## src/rtl/decoder_mode_sequencer_if.sv

```systemverilog
// decoder_mode_sequencer_if
//   Bundles the configuration handshake and the level/topology path between
//   a modulator-side controller (master) and the mode sequencer (slave).
//   master: drives cfg_* request fields and v_lev_in, observes status.
//   slave : accepts requests, drives v_lev_out/npc_type_out/comm_type_out,
//           busy, done and fault.
interface decoder_mode_sequencer_if #(
  parameter int TDELAY_WIDTH = 16
);
  logic                    cfg_valid;
  logic                    cfg_ready;
  logic [1:0]              cfg_npc_type;
  logic [1:0]              cfg_comm_type;
  logic [TDELAY_WIDTH-1:0] cfg_t_blank;
  logic [1:0]              v_lev_in;
  logic [1:0]              v_lev_out;
  logic [1:0]              npc_type_out;
  logic [1:0]              comm_type_out;
  logic                    busy;
  logic                    done;
  logic                    fault;

  modport master (
    output cfg_valid, cfg_npc_type, cfg_comm_type, cfg_t_blank, v_lev_in,
    input  cfg_ready, v_lev_out, npc_type_out, comm_type_out, busy, done, fault
  );

  modport slave (
    input  cfg_valid, cfg_npc_type, cfg_comm_type, cfg_t_blank, v_lev_in,
    output cfg_ready, v_lev_out, npc_type_out, comm_type_out, busy, done, fault
  );
endinterface

```

## src/rtl/decoder_mode_sequencer.sv

```systemverilog
// decoder_mode_sequencer
//   Safely switches the decoder between converter topologies. A new
//   configuration is brought in through three equal hold phases: outputs
//   forced to zero level (ZERO_HOLD), topology switched off (BLANK), then
//   the new topology/commutation applied while still at zero (APPLY).
//   In RUN the level command is passed through with one register stage.
// Ports
//   clk, rst : clock, asynchronous active-high reset
//   bus      : decoder_mode_sequencer_if.slave
//              cfg_valid/cfg_ready handshake with cfg_npc_type,
//              cfg_comm_type, cfg_t_blank; v_lev_in -> v_lev_out;
//              npc_type_out, comm_type_out, busy, done, fault.
module decoder_mode_sequencer #(
  parameter int TDELAY_WIDTH = 16
) (
  input  logic                          clk,
  input  logic                          rst,
  decoder_mode_sequencer_if.slave       bus
);

  typedef enum logic [2:0] {IDLE, RUN, ZERO_HOLD, BLANK, APPLY} state_t;

  localparam logic [1:0] LEV_ZERO = 2'd1;
  localparam logic [1:0] LEV_BAD  = 2'd3;
  localparam logic [1:0] NO_OUT   = 2'd0;

  state_t                  state;
  logic [TDELAY_WIDTH-1:0] cnt;
  logic [TDELAY_WIDTH-1:0] t_lat;
  logic [1:0]              npc_lat;
  logic [1:0]              comm_lat;

  logic                    accept;
  logic                    same_cfg;
  logic [TDELAY_WIDTH-1:0] hold_in;
  logic [TDELAY_WIDTH-1:0] hold_lat;

  assign bus.cfg_ready = (state == IDLE) || (state == RUN);
  assign accept        = bus.cfg_valid && bus.cfg_ready;
  assign same_cfg      = (bus.cfg_npc_type == bus.npc_type_out) &&
                         (bus.cfg_comm_type == bus.comm_type_out);

  // Counter reload is max(t,1)-1, so t=0 behaves as 1 and the all-ones
  // value never wraps: each phase lasts max(t,1) cycles.
  assign hold_in  = (bus.cfg_t_blank == '0) ? '0 : bus.cfg_t_blank - TDELAY_WIDTH'(1);
  assign hold_lat = (t_lat == '0) ? '0 : t_lat - TDELAY_WIDTH'(1);

  always_ff @(posedge clk or posedge rst) begin
    if (rst) begin
      state             <= IDLE;
      cnt               <= '0;
      t_lat             <= '0;
      npc_lat           <= NO_OUT;
      comm_lat          <= 2'd0;
      bus.v_lev_out     <= LEV_ZERO;
      bus.npc_type_out  <= NO_OUT;
      bus.comm_type_out <= 2'd0;
      bus.busy          <= 1'b0;
      bus.done          <= 1'b0;
      bus.fault         <= 1'b0;
    end else begin
      bus.done <= 1'b0;
      case (state)
        IDLE, RUN: begin
          if (state == RUN) begin
            // Invalid level is never forwarded to the decoder.
            if (bus.v_lev_in == LEV_BAD) begin
              bus.v_lev_out <= LEV_ZERO;
              bus.fault     <= 1'b1;
            end else begin
              bus.v_lev_out <= bus.v_lev_in;
            end
          end
          if (accept) begin
            npc_lat  <= bus.cfg_npc_type;
            comm_lat <= bus.cfg_comm_type;
            t_lat    <= bus.cfg_t_blank;
            if (same_cfg) begin
              bus.done <= 1'b1;
            end else begin
              state         <= ZERO_HOLD;
              cnt           <= hold_in;
              bus.busy      <= 1'b1;
              bus.v_lev_out <= LEV_ZERO;
            end
          end
        end
        ZERO_HOLD: begin
          if (cnt == '0) begin
            state            <= BLANK;
            cnt              <= hold_lat;
            bus.npc_type_out <= NO_OUT;
          end else begin
            cnt <= cnt - TDELAY_WIDTH'(1);
          end
        end
        BLANK: begin
          if (cnt == '0) begin
            state             <= APPLY;
            cnt               <= hold_lat;
            bus.npc_type_out  <= npc_lat;
            bus.comm_type_out <= comm_lat;
          end else begin
            cnt <= cnt - TDELAY_WIDTH'(1);
          end
        end
        APPLY: begin
          if (cnt == '0) begin
            state    <= (npc_lat == NO_OUT) ? IDLE : RUN;
            bus.busy <= 1'b0;
            bus.done <= 1'b1;
          end else begin
            cnt <= cnt - TDELAY_WIDTH'(1);
          end
        end
        default: begin
          state    <= IDLE;
          bus.busy <= 1'b0;
        end
      endcase
    end
  end

endmodule

```

## src/flat_wrapper.sv

```systemverilog
// flat-port wrapper written by rule: the top's interface ports become plain ports
module decoder_mode_sequencer_flat 
#(
  parameter int TDELAY_WIDTH = 16
)
  (clk, rst, bus_cfg_valid, bus_cfg_npc_type, bus_cfg_comm_type, bus_cfg_t_blank, bus_v_lev_in, bus_cfg_ready, bus_v_lev_out, bus_npc_type_out, bus_comm_type_out, bus_busy, bus_done, bus_fault);
  decoder_mode_sequencer_if #(.TDELAY_WIDTH(TDELAY_WIDTH)) bus_i ();
  input  logic clk;
  input  logic rst;
  input wire logic [$bits(bus_i.cfg_valid)-1:0] bus_cfg_valid;
  input wire logic [$bits(bus_i.cfg_npc_type)-1:0] bus_cfg_npc_type;
  input wire logic [$bits(bus_i.cfg_comm_type)-1:0] bus_cfg_comm_type;
  input wire logic [$bits(bus_i.cfg_t_blank)-1:0] bus_cfg_t_blank;
  input wire logic [$bits(bus_i.v_lev_in)-1:0] bus_v_lev_in;
  output wire logic [$bits(bus_i.cfg_ready)-1:0] bus_cfg_ready;
  output wire logic [$bits(bus_i.v_lev_out)-1:0] bus_v_lev_out;
  output wire logic [$bits(bus_i.npc_type_out)-1:0] bus_npc_type_out;
  output wire logic [$bits(bus_i.comm_type_out)-1:0] bus_comm_type_out;
  output wire logic [$bits(bus_i.busy)-1:0] bus_busy;
  output wire logic [$bits(bus_i.done)-1:0] bus_done;
  output wire logic [$bits(bus_i.fault)-1:0] bus_fault;
  assign bus_i.cfg_valid = bus_cfg_valid;
  assign bus_i.cfg_npc_type = bus_cfg_npc_type;
  assign bus_i.cfg_comm_type = bus_cfg_comm_type;
  assign bus_i.cfg_t_blank = bus_cfg_t_blank;
  assign bus_i.v_lev_in = bus_v_lev_in;
  assign bus_cfg_ready = bus_i.cfg_ready;
  assign bus_v_lev_out = bus_i.v_lev_out;
  assign bus_npc_type_out = bus_i.npc_type_out;
  assign bus_comm_type_out = bus_i.comm_type_out;
  assign bus_busy = bus_i.busy;
  assign bus_done = bus_i.done;
  assign bus_fault = bus_i.fault;
  decoder_mode_sequencer #(.TDELAY_WIDTH(TDELAY_WIDTH)) u_core (.clk(clk), .rst(rst), .bus(bus_i));
endmodule
```

## config.mk

```make
export PLATFORM = sky130hd
export DESIGN_NAME = decoder_mode_sequencer_flat
export DESIGN_NICKNAME = d
export VERILOG_FILES = /design/src/rtl/decoder_mode_sequencer_if.sv /design/src/rtl/decoder_mode_sequencer.sv /design/src/flat_wrapper.sv
export SDC_FILE = /design/constraint.sdc
export NUM_CORES = 1
export LEC_CHECK = 0
export BUFFER_PORTS_ARGS = -buffer_cell sky130_fd_sc_hd__buf_2
export CAP_MARGIN = 10
export CORE_UTILIZATION = 59
export DETAILED_ROUTE_END_ITERATION = 6
export GPL_TIMING_DRIVEN = 0
export PLACE_DENSITY = 0.8
export SETUP_SLACK_MARGIN = 0.5
export SYNTH_ARGS = -nofsm -noshare
export SYNTH_HDL_FRONTEND = slang
export SYNTH_SLANG_ARGS = --single-unit
```

## constraint.sdc

```tcl
create_clock -name clk -period 2.3 [get_ports clk]
set_input_delay 0.345 -clock clk [delete_from_list [all_inputs] [get_ports clk]]
set_output_delay 0.345 -clock clk [all_outputs]
set_load 0.05 [all_outputs]
```

**After elaboration in Yosys (flattened, before gate mapping)**

Cells that the tools add are included.

- Register bits: 48
- Latch bits: 0
- Memory bits (writable): 0
- Memory bits (read-only): 0
- Input port bits: 25
- Output and inout port bits: 10
- Logic and storage cells: 76
- Memories kept: 0

- Add/sub/neg operators: 3
- Multiply operators: 0
- Divide/modulo/power cells: 0
- Magnitude comparators: 0
- Equality and inequality tests: 13
- Shift operators: 0
- Mux-type cells: 29
- Bitwise logic cells: 1
- Reductions and logical operators: 19

Operators by type and width:

| operator | number |
|---|---|
| $mux 16 | 6 |
| $logic_not 16->1 | 3 |
| $pmux 16 s3 | 1 |
| $sub 16x1->16 const B | 3 |
| $mux 3 | 5 |
| $mux 2 | 6 |
| $pmux 3 s4 | 1 |
| $ne 2x1->1 const B | 4 |
| $reduce_and 4->1 | 2 |
| $mux 1 | 7 |
| $eq 3x2->1 const B | 2 |
| $reduce_and 3->1 | 2 |
| $reduce_and 5->1 | 1 |
| $eq 2x2->1 | 2 |
| $ne 2x2->1 const B | 2 |
| $pmux 2 s2 | 1 |
| $reduce_and 2->1 | 2 |
| $reduce_or 2->1 | 2 |
| $eq 3x1->1 const B | 1 |
| $eq 3x3->1 const B | 1 |
| $logic_not 3->1 | 1 |
| $pmux 1 s3 | 1 |
| $reduce_bool 3->1 | 1 |
| $eq 2x2->1 const B | 1 |
| other kinds (6) | 7 |

**Longest topological paths before layout**

- Depth in word-level cells: 5
- Mapped depth: 10
- Gate-level depth less buffers: 8

**Worst setup path before layout**

OpenSTA, ideal clock, no wires.

- Path type: register to register
- Start point: reg u_core.state[1]
- End point: reg u_core.t_lat[10]
- Library setup time: 0.125 ns
- Data arrival time: 2.085 ns
- Data required time: 2.175 ns
- Slack: 0.091 ns
- Cell stages (with the launch flop): 6
- Path buffers: 2
- Period minus slack after synthesis: 2.209 ns
- Cell sequence: dfrtp_1 -> clkbuf_1 -> nor2_1 -> nand2_1 -> clkbuf_1 -> mux2_2

- Word-level cells in the longest chain between the ends: 4
- Elaborated cells on any way between the ends: 6
- Those cells by class: eq/ne (1); reduce/logical (5)

Ends and longest elaborated chain:

| what | RTL line | text |
|---|---|---|
| start: declaration | decoder_mode_sequencer.sv:27 | `state_t state;` |
| start signal: assignment | decoder_mode_sequencer.sv:109 | `state <= (npc_lat == NO_OUT) ? IDLE : RUN;` |
| $eq 3x1->1 / $logic_not 3->1 (equally long branches) | decoder_mode_sequencer.sv:38 | `assign bus.cfg_ready = (state == IDLE) \|\| (state == RUN);` |
| $logic_or 1x1->1 * | decoder_mode_sequencer.sv:38 |  |
| named net bus_cfg_ready | flat_wrapper.sv:15 | `output wire logic [$bits(bus_i.cfg_ready)-1:0] bus_cfg_ready;` |
| $logic_and 1x1->1 * | decoder_mode_sequencer.sv:39 | `assign accept = bus.cfg_valid && bus.cfg_ready;` |
| $reduce_and 2->1 (no line) * | n/a |  |
| end signal: assignment | decoder_mode_sequencer.sv:77 | `t_lat <= bus.cfg_t_blank;` |
| end: declaration | decoder_mode_sequencer.sv:29 | `logic [TDELAY_WIDTH-1:0] t_lat;` |

Mark *: on every way through the listed nets, which the timed path passes. The rest lies on a longest branch.
A chain may end at the register's enable or synchronous reset.

**Final worst setup path**

- Start point: reg u_core.cnt[0]
- End point: reg u_core.cnt[0]

- Word-level cells in the longest chain between the ends: 3
- Elaborated cells on any way between the ends: 7
- Those cells by class: add/sub (1); eq/ne (1); mux (3); reduce/logical (2)

Ends and longest elaborated chain:

| what | RTL line | text |
|---|---|---|
| start: declaration | decoder_mode_sequencer.sv:28 | `logic [TDELAY_WIDTH-1:0] cnt;` |
| start signal: assignment | decoder_mode_sequencer.sv:82 | `cnt <= hold_in;` |
| start signal: assignment | decoder_mode_sequencer.sv:91 | `cnt <= hold_lat;` |
| start signal: assignment | decoder_mode_sequencer.sv:94 | `cnt <= cnt - TDELAY_WIDTH'(1);` |
| $sub 16x1->16 / $logic_not 16->1 (equally long branches) | n/a |  |
| $mux 16, or another cell as far along | decoder_mode_sequencer.sv:108 | `if (cnt == '0) begin` |
| $pmux 16 s3 / $reduce_and 4->1 (equally long branches) | n/a |  |

Several ways; a longest one is shown, not always the timed one. The select of a mux whose other input is x is not followed.

==> reports/metrics.csv <==
metric,value,unit
status,"finished, final reports clean",
async_reset_ff_share,100,%
drt-wirelength-per-cell,19.7,µm
grt_util_all_layers,34.9,%
seqPwrFrac,41.1,%
routed_wirelength,9950,µm
core,5170,µm²
worst_pin_slew,0.484,ns
worst_skew_pair.late_latency,0.30,ns
die_area,5730,µm²
io_buffers,34,
combPwrFrac,38.1,%
avgSynthCellArea,9.06,µm²
syn_to_final_growth,31.6,%
design_area,4220,µm²
clk_pin_slew,0.10,ns
ctsHoldBuffers,0,
clk_path_buf_depth,2,
setup_viol,0,
path_delay_family,buffers and inverters,
required,2.49,ns
place_area,3570,µm²
multiInputGateArea,2150,µm²
cts.sink_count,48,
crit_chain,"inv_2, ha_4, and2b_2, nand4_1, buf_4, o21ai_2, mux2_4, buf_6, a211oi_2, a21oi_1",
critPathLaunchType,flop,
seq_area_frac_synth,37.5,%
worstSetupPathType,flop to flop,
dp_hpwl,6160,µm
synth_edf_count,0,
cts-root-buf,clkbuf_8,
worstPathMaxFanout,10,
cap_viol_max_count,0,
synth_largest_area_cell,dfrtp_1,
placementRows,26,
post-place-cells,459,
final_util,81.6,%
htreeDepth,2,
dp_slack,-0.0698,ns
io_pins,35,
num_vias,3281,
yosys_most_used_dff,dfrtp_1,
via_per_inst,6.48,
grt-ovfl-total,0,
timing.fmax,0.460,GHz
initial_core_util,62.0,%
hold_class,input port to async pin,
synth_top_area_share,36.7,%
min_period_over_period,94.6,%
yosysUniqueCellTypes,58,
cts_tree,done,
synthesis.area,3210,µm²
rsz0062_at_grt,true,
end_kind,flop,
drc,0,
p_sw,1260,µW
slew_violations,0,
hold_viol_final,0,
gp_congestion,0.896,
ant_nets,0,
power.density,779,nW/µm²
antenna_found_initial,0,
worst_clock_skew,0.00924,ns
cp_slowest_stage_delay,0.41,ns
yosysWarningCount,0,
grt_pass1_wl,14600,µm
ys_seq_elements,48,
p_leak,0.00168,µW
drive_gt1_share,41.7,%
intPower,2020,µW
ir_drop,0.412,mV
drt-initial-drc-count,346,
grt_pass1_vias,3005,
ys_top_cells_by_area,"dfrtp_1 (37%), mux2_2 (7.4%), xnor2_1 (4.6%), nor2_1 (4.2%), xor2_1 (4.1%)",
die_x,75.7,µm
stdcell_count,506,
swShare,38.5,%
grt_max_degree,29,
slew_headroom,67.7,%
finalNetCount,465,
critPathSlowestCell,dfrtp_1,
cp.arrival,2.37,ns
firstDrtPassIters,7,
syn_inst,354,
fillers,295,
period_needed,2.18,ns
holdWs,0.0497,ns
syn_nets,384,
fp.dieH,75.7,µm
ff_latch_area,1210,µm²
cts_buffers,5,
p_clk_share,20.7,%
cp.buffers_inverters,3,
antenna_cells,0,
setup_ws,0.124,ns
==> cells in the mapped netlist (all sizes together) (3+ instances only) <==
cell and instances:
dfrtp 47, nor2 37, o21ai 30, nand2 27
mux2 21, nor3 21, xnor2 17, a21oi 16
xor2 15, inv 14, o22ai 14, nor4 10
nand3 9, buf 7, nand4 7, or3 6
clkbuf 5, ha 5, a211oi 3, a31oi 3
nor3b 3, o211ai 3, or4 3
==> repair_timing <==
action,CTS,global route
cloned,1,2
resized for setup,37,29
buffers inserted,26,10
pin swaps,13,17
setup endpoints to repair,43,25
==> power groups by stage <==
stage | sequential (µW) | combinational [µW] | clock, µW
after global placement | 1300 | 836 | 0
after floorplan | 1280 | 652 | 0
after detailed placement | 1320 | 868 | 0
after global routing | 1370 | 1350 | 717
after CTS | 1330 | 1060 | 678
final | 1350 | 1250 | 682
==> final timing paths <==
kind | slack, ns | cells after the start | from | to
max in group asynchronous | 1.67 | 3 | rst | u_core.bus.v_lev_out[0]$_DFFE_PP1N_
min in group clk | 0.24 | 2 | bus_v_lev_in[0] | u_core.bus.v_lev_out[1]$_DFFE_PP0N_
max reg2reg | 0.12 | 10 | u_core.cnt[0]$_DFFE_PP0P_ | u_core.cnt[0]$_DFFE_PP0P_
min reg2reg | 0.48 | 2 | u_core.bus.v_lev_out[1]$_DFFE_PP0N_ | u_core.bus.v_lev_out[1]$_DFFE_PP0N_
min | 0.05 | 2 | rst | u_core.t_lat[13]$_DFFE_PP0P_
max | 0.12 | 10 | u_core.cnt[0]$_DFFE_PP0P_ | u_core.cnt[0]$_DFFE_PP0P_
==> metal layers <==
layer,track usage (%),vias to the layer above,wire length [µm]
met3,6.35,39,731
li1,-,1461,-
met5,0,-,0
met4,11.9,0,359
met1,47.9,1577,4030
met2,56.0,204,4820
==> layout make-up <==
| class | count | area share (%) |
|---|---|---|
| multi-input combinational | 280 | 50.9 |
| tap | 70 | 2.08 |
| sequential | 48 | 28.7 |
| buffer | 12 | 2.37 |
| timing repair buffer | 74 | 11.6 |
| inverter | 14 | 1.30 |
| clock buffer | 7 | 2.28 |
| clock inverter | 1 | 0.712 |
==> placed cells by master (no fill, tap or decap), types with 3 or more instances in the layout <==
cell type	count
nand3_1	6
nand2_1	23
inv_2	3
or3_1	6
o21ai_1	15
o21ai_0	11
mux2_2	20
o211ai_1	3
buf_4	35
buf_2	36
dfrtp_2	8
nor3b_1	3
buf_6	7
nand4_1	6
o22ai_1	8
a31oi_1	3
nor2_2	3
nor4_4	4
nor3_1	14
clkbuf_2	4
clkbuf_8	7
nor2_1	30
o21ai_2	4
dfrtp_1	39
nand3_2	3
nand2_2	4
nor2_4	4
nor3_4	3
nor4_1	4
xnor2_1	17
xor2_1	15
o22ai_2	5
a21oi_1	15
inv_1	10
nor3_2	4
==> sequential cells by signal, summed over array words and instances (netlist names) <==
name and cells:
u_core.bus.busy 1, u_core.comm_lat 2, u_core.state 3, u_core.bus.done 1
u_core.bus.fault 1, u_core.npc_lat 2, u_core.bus.npc_type_out 2, u_core.t_lat 16
u_core.bus.v_lev_out 2, u_core.cnt 16, u_core.bus.comm_type_out 2
==> cells by family after synthesis <==
logic type | count (synthesis) | share of synthesized area (%)
multiplexers | 21 | 7.38
AND/OR/NAND/NOR | 140 | 24.4
flip-flops | 48 | 37.5
AO/OA/AOI/OAI | 82 | 16.3
XOR/XNOR | 32 | 8.74
buffers and inverters | 26 | 3.79
adder cells (fa/ha/maj) | 5 | 1.95
==> metrics by stage <==
stage	total power, µW	setup TNS [ns]
2_1_floorplan	1930	0
3_3_place_gp	2140	-0.0980
3_5_place_dp	2180	-0.319
4_1_cts	3060	0
5_1_grt	3440	-0.00611
6_report	3290	0
No activity file was read; power rests on OpenSTA's default activity.
